**config.mk**
```make
export PLATFORM = sky130hd
export DESIGN_NAME = serial_paralelo_sync
export DESIGN_NICKNAME = d
export VERILOG_FILES = /design/src/rtl/serial_paralelo_pkg.sv /design/src/rtl/serial_paralelo_sync_detector_comma.sv /design/src/rtl/serial_paralelo_sync.sv
export SDC_FILE = /design/constraint.sdc
export NUM_CORES = 1
export LEC_CHECK = 0
export CAP_MARGIN = 30
export CORE_ASPECT_RATIO = 0.75
export CORE_MARGIN = 2
export CORE_UTILIZATION = 40
export CTS_BUF_LIST = sky130_fd_sc_hd__clkbuf_8
export CTS_CLUSTER_DIAMETER = 120
export CTS_CLUSTER_SIZE = 16
export DETAILED_ROUTE_END_ITERATION = 10
export GPL_ROUTABILITY_DRIVEN = 0
export SYNTH_ARGS = -nofsm -noshare
export SYNTH_HDL_FRONTEND = slang
export SYNTH_SLANG_ARGS = --single-unit
```
**constraint.sdc**
```tcl
create_clock -name clk_32f -period 4.9 [get_ports clk_32f]
set_input_delay 1.225 -clock clk_32f [delete_from_list [all_inputs] [get_ports clk_32f]]
set_output_delay 1.225 -clock clk_32f [all_outputs]
set_load 0.02 [all_outputs]
```
**src/rtl/serial_paralelo_pkg.sv**
```systemverilog
// Shared types and constants for the serial-to-parallel comma aligner.
// Optional loss-of-lock logic in the top level is enabled by LOSS_OF_LOCK_EN.
package serial_paralelo_pkg;

  typedef enum logic [1:0] {
    ST_SEARCH = 2'd0,
    ST_ALIGN  = 2'd1,
    ST_ACTIVE = 2'd2
  } state_e;

  localparam logic [7:0] COMMA_DEFAULT = 8'hBC;

  // Bits needed to hold any value in 0..max_value (at least one bit).
  function automatic int cnt_width(input int max_value);
    return (max_value < 1) ? 1 : $clog2(max_value + 1);
  endfunction

endpackage

```
**src/rtl/serial_paralelo_sync_detector_comma.sv**
```systemverilog
// Serial shift register and comma comparator: presents the word ending with
// the current bit as candidate and flags when it equals COMMA.
module detector_comma
  import serial_paralelo_pkg::*;
#(
  parameter int               WIDTH = 8,
  parameter logic [WIDTH-1:0] COMMA = WIDTH'(COMMA_DEFAULT)
) (
  input  logic             clk_32f,
  input  logic             reset,
  input  logic             data_in,
  output logic [WIDTH-1:0] candidate,
  output logic             match
);

  // The oldest bit of a full WIDTH-bit register would never be read, because
  // the candidate already includes the bit arriving this cycle.
  logic [WIDTH-2:0] shift_q;

  assign candidate = {shift_q, data_in};
  assign match     = (candidate == COMMA);

  // NOTE: sequential state uses non-blocking assignments so every register
  // samples pre-edge values, independent of statement or block order.
  always_ff @(posedge clk_32f or posedge reset) begin
    if (reset) begin
      shift_q <= '0;
    end else begin
      shift_q <= candidate[WIDTH-2:0];
    end
  end

endmodule

```
**src/rtl/serial_paralelo_sync.sv**
```systemverilog
// Serial-to-parallel converter that locks onto a repeated comma symbol and
// emits non-comma words. Define LOSS_OF_LOCK_EN to drop lock after MAX_GAP
// words without a comma; otherwise only reset leaves ACTIVE.
module serial_paralelo_sync
  import serial_paralelo_pkg::*;
#(
  parameter int               WIDTH      = 8,
  parameter logic [WIDTH-1:0] COMMA      = WIDTH'(COMMA_DEFAULT),
  parameter int               LOCK_COUNT = 4,
  parameter int               MAX_GAP    = 16
) (
  input  logic             clk_32f,
  input  logic             reset,
  input  logic             data_in,
  output logic [WIDTH-1:0] data_out,
  output logic             valid_out,
  output logic             active
);

  localparam int BIT_W = cnt_width(WIDTH - 1);
  // One width serves both the comma count and the optional gap count.
  localparam int CNT_W = cnt_width((LOCK_COUNT > MAX_GAP) ? LOCK_COUNT : MAX_GAP);

  localparam logic [BIT_W-1:0] LAST_BIT    = BIT_W'(WIDTH - 1);
  localparam logic [CNT_W-1:0] LOCK_TARGET = CNT_W'(LOCK_COUNT);

  logic [WIDTH-1:0] candidate;
  logic             match;

  detector_comma #(
    .WIDTH (WIDTH),
    .COMMA (COMMA)
  ) u_detector (
    .clk_32f   (clk_32f),
    .reset     (reset),
    .data_in   (data_in),
    .candidate (candidate),
    .match     (match)
  );

  state_e           state_q;
  logic [BIT_W-1:0] bit_cnt_q;
  logic [CNT_W-1:0] comma_cnt_q;
  logic [WIDTH-1:0] data_q;
  logic             valid_q;
  logic             active_q;

  logic             boundary;
  logic [CNT_W-1:0] comma_inc;

  assign boundary  = (bit_cnt_q == LAST_BIT);
  assign comma_inc = comma_cnt_q + CNT_W'(1);

`ifdef LOSS_OF_LOCK_EN
  localparam logic [CNT_W-1:0] GAP_LIMIT = CNT_W'(MAX_GAP);

  logic [CNT_W-1:0] gap_cnt_q;
  logic [CNT_W-1:0] gap_inc;

  assign gap_inc = gap_cnt_q + CNT_W'(1);
`endif

  always_ff @(posedge clk_32f or posedge reset) begin
    if (reset) begin
      state_q     <= ST_SEARCH;
      bit_cnt_q   <= '0;
      comma_cnt_q <= '0;
      data_q      <= '0;
      valid_q     <= 1'b0;
      active_q    <= 1'b0;
`ifdef LOSS_OF_LOCK_EN
      gap_cnt_q   <= '0;
`endif
    end else begin
      valid_q   <= 1'b0;
      bit_cnt_q <= boundary ? '0 : bit_cnt_q + BIT_W'(1);

      unique case (state_q)
        ST_SEARCH: begin
          // A comma seen at any bit offset fixes the word phase.
          if (match) begin
            bit_cnt_q   <= '0;
            comma_cnt_q <= CNT_W'(1);
            if (LOCK_COUNT == 1) begin
              state_q  <= ST_ACTIVE;
              active_q <= 1'b1;
`ifdef LOSS_OF_LOCK_EN
              gap_cnt_q <= '0;
`endif
            end else begin
              state_q <= ST_ALIGN;
            end
          end
        end

        ST_ALIGN: begin
          if (boundary) begin
            if (match) begin
              comma_cnt_q <= comma_inc;
              if (comma_inc == LOCK_TARGET) begin
                state_q  <= ST_ACTIVE;
                active_q <= 1'b1;
`ifdef LOSS_OF_LOCK_EN
                gap_cnt_q <= '0;
`endif
              end
            end else begin
              state_q     <= ST_SEARCH;
              comma_cnt_q <= '0;
            end
          end
        end

        ST_ACTIVE: begin
          if (boundary && !match) begin
`ifdef LOSS_OF_LOCK_EN
            if (gap_inc >= GAP_LIMIT) begin
              state_q     <= ST_SEARCH;
              active_q    <= 1'b0;
              comma_cnt_q <= '0;
              gap_cnt_q   <= '0;
            end else begin
              data_q    <= candidate;
              valid_q   <= 1'b1;
              gap_cnt_q <= gap_inc;
            end
`else
            data_q  <= candidate;
            valid_q <= 1'b1;
`endif
          end
`ifdef LOSS_OF_LOCK_EN
          if (boundary && match) begin
            gap_cnt_q <= '0;
          end
`endif
        end

        default: begin
          state_q  <= ST_SEARCH;
          active_q <= 1'b0;
        end
      endcase
    end
  end

  assign data_out  = data_q;
  assign valid_out = valid_q;
  assign active    = active_q;

endmodule

```
==> impl_metrics.yaml <==
outcome:
  status: "finished clean"
placed_design:
  place_hpwl_mm: 1.32
  portBuffers: 12
cts:
  cts_max_level: 1
  cts_root_buf: "clkbuf_8"
  cts_tree: "yes"
  cts_inserted_buffers: 3
  clk_latency_ns: 0.26
  clkSlewWorstSetupHoldPaths_ns: 0.09
  cts_hold_buf: 0
  cts_buffer_depth: 2
  cts_resized: 0
  cts_num_sinks: 27
  cts_setup_buffers: 0
synthesis:
  synth_compound_area_share_pct: 11.6
  synth_seq_cells: 27
  synth_fp_nets: 94
  synth-xor-area-share_pct: 0
  synth_top_family_by_area: "simple AND/OR/NAND/NOR gates"
  avgSynthCellArea_um2: 12.8
  synth_top_area_share_pct: 60.0
  synthTopCellsByCount: "dfrtp_1, mux2_2, nor2b_1"
  synth-main-ff-cell: "dfrtp_1"
  synth_area_leaders: "dfrtp_1, mux2_2, ha_1"
  synth_edf_count: 0
  synth_mux_area_share_pct: 8.00
  async_flop_share_pct: 100
  yosysMostFrequentCell: "dfrtp_1"
  synthCells: 88
  ys_types: 30
  synth_fa_ha_area_share_pct: 3.33
  synth_top_area_cell: "dfrtp_1"
  syn_area_um2: 1130
  yosys.area_share.simple_pct: 14.7
  ys.warnings.count: 0
  synth-seq-area-share_pct: 60.0
die:
  core_region_area_um2: 2640
  die-height_um: 50.0
  die_w_um: 65.3
  dieArea_um2: 3260
  pin_count: 13
  initial_utilization_pct: 42.6
  rows: 16
sta:
  finalWorstPathRequiredPeriod_ns: 2.85
  hold_viol: 0
  hold_ws_ns: 0.404
  fin_skew_ns: 0.00437
  tightestPinTransition_ns: 0.502
  drv_slew: 0
  fin_crit_sh_pct: 58.2
  timing.setup.tns_ns: 0
  rsz0062_at_grt: "false"
  max_freq_ghz: 0.350
  setup_violations: 0
  maxSlewHeadroom_pct: 66.3
grt:
  overflow: 0
  antenna_found_initial: 0
  grt_pass1_vias: 712
  grt_use_total_pct: 13.6
  grt_pass1_wl_mm: 3.33
  grt_max_degree: 20
routing:
  routed_wl_mm: 1.81
  drc: 0
  vias: 718
  drtAntennaViolNets: 0
  wire_per_inst_um: 13.1
  drt_iter0_drc: 29
  first_pass_iters: 4
  route.detailed.vias_per_inst: 5.20
setup_path:
  required_ns: 5.05
  crit_path_end_kind: "register"
  worstSetupStartpointType: "input pin"
  critPathMaxFanout: 9
  max_stage_delay_ns: 0.57
  cp.arrival_ns: 3.01
  worstSetupPathType: "in -> reg"
  cp_cell_sequence: "clkdlybuf4s50_1, or4b_4, or2_4, nand3_4, mux2_2"
  cp_slowest_cell: "or4b_4"
final_layout:
  drive_above_1_share_pct: 18.6
  final_nets: 109
  syn2layout_area_growth_pct: 20.0
  fill_cells: 250
  diodes: 0
power:
  leakage_uw: 0.000620
  power_density_nw_per_um2: 318
  peakVddDrop_v: 0.000151
worst_hold_path:
  min_path_type: "reg -> reg"
run:
  cap_violations: 0
## through the flow
stage / utilization (%) / setup WS [ns] / std cells / instance area, µm² / power [µW]
5_1_grt: 51.1 / 2.01 / 138 / 1350 / 463
4_1_cts: 51.1 / 2.04 / 138 / 1350 / 436
3_3_place_gp: 48.4 / 1.78 / 133 / 1280 / 313
3_5_place_dp: 49.4 / 1.75 / 134 / 1310 / 317
6_report: 51.1 / 2.05 / 138 / 1350 / 430
2_1_floorplan: - / 2.30 / 88 / 1130 / 301
## cells in the final DEF (no fill, tap or decap), types with 2 or more instances in the layout
master,synthesis,layout
a21oi_1,2,2
a31o_2,2,2
and3_1,2,2
clkbuf_8,0,3
clkdlybuf4s50_1,0,12
dfrtp_1,27,27
ha_1,3,3
inv_1,4,5
mux2_2,8,8
nand3_1,2,2
nor2_1,3,3
nor2b_1,6,6
nor3_1,3,3
nor4_1,2,2
o21ai_0,5,5
o311ai_0,2,2
## layout make-up
cell class,instances,area [µm²],share of cell area (%)
flip-flops and latches,27,676,50.0
multi-input cells,54,423,31.3
repair buffers,13,148,10.9
well taps,36,45.0,3.33
clock buffers,3,41.3,3.06
inverters,4,15.0,1.11
clock inverters,1,3.75,0.278
## metal layers
metal | vias to the layer above | routed length [µm] | global-route usage (%)
met1 | 348 | 960 | 20.4
met3 | 2 | 113 | 5.25
li1 | 352 | - | -
met5 | - | 0 | 0
met4 | 0 | 13 | 3.13
met2 | 16 | 723 | 18.2
## sequential cells by signal (all words and copies together), names as in the netlist
signal	flops
comma_cnt_q	5
u_detector.shift_q	7
active	1
bit_cnt_q	3
valid_out	1
data_out	8
state_q	2
## worst max-delay path, delay by kind of cell
kind	cells	cell delay, ns
multiplexers	1	0.35
buffers and inverters	1	0.44
AND/OR/NAND/NOR	3	0.99
## worst paths after layout
| check | from | depth (start not counted) | slack (ns) | endpoint |
|---|---|---|---|---|
| worst min-delay path | u_detector.shift_q[2] | 0 | 0.40 | u_detector.shift_q[3] |
| max in group asynchronous | reset | 3 | 3.23 | comma_cnt_q[4] |
| worst max-delay path | data_in | 5 | 2.05 | data_out[2] |
| worst min register to register | u_detector.shift_q[2] | 0 | 0.40 | u_detector.shift_q[3] |
| worst max register to register | u_detector.shift_q[0] | 4 | 3.08 | data_out[2] |
| min in group asynchronous | reset | 2 | 1.24 | valid_out |
## cells by family (layout without fill, tap and decap cells)
group / Yosys count / after routing
flops: 27 / 27
simple gates: 25 / 25
compound gates: 18 / 18
mux: 8 / 8
buf+inv: 7 / 21
fa+ha+maj: 3 / 3
## power breakdown
part / internal, µW / switching [µW]
registers: 247 / 19.1
logic: 23.2 / 23.0
clock network: 56.0 / 61.9
Power figures use the tool's default switching activity.
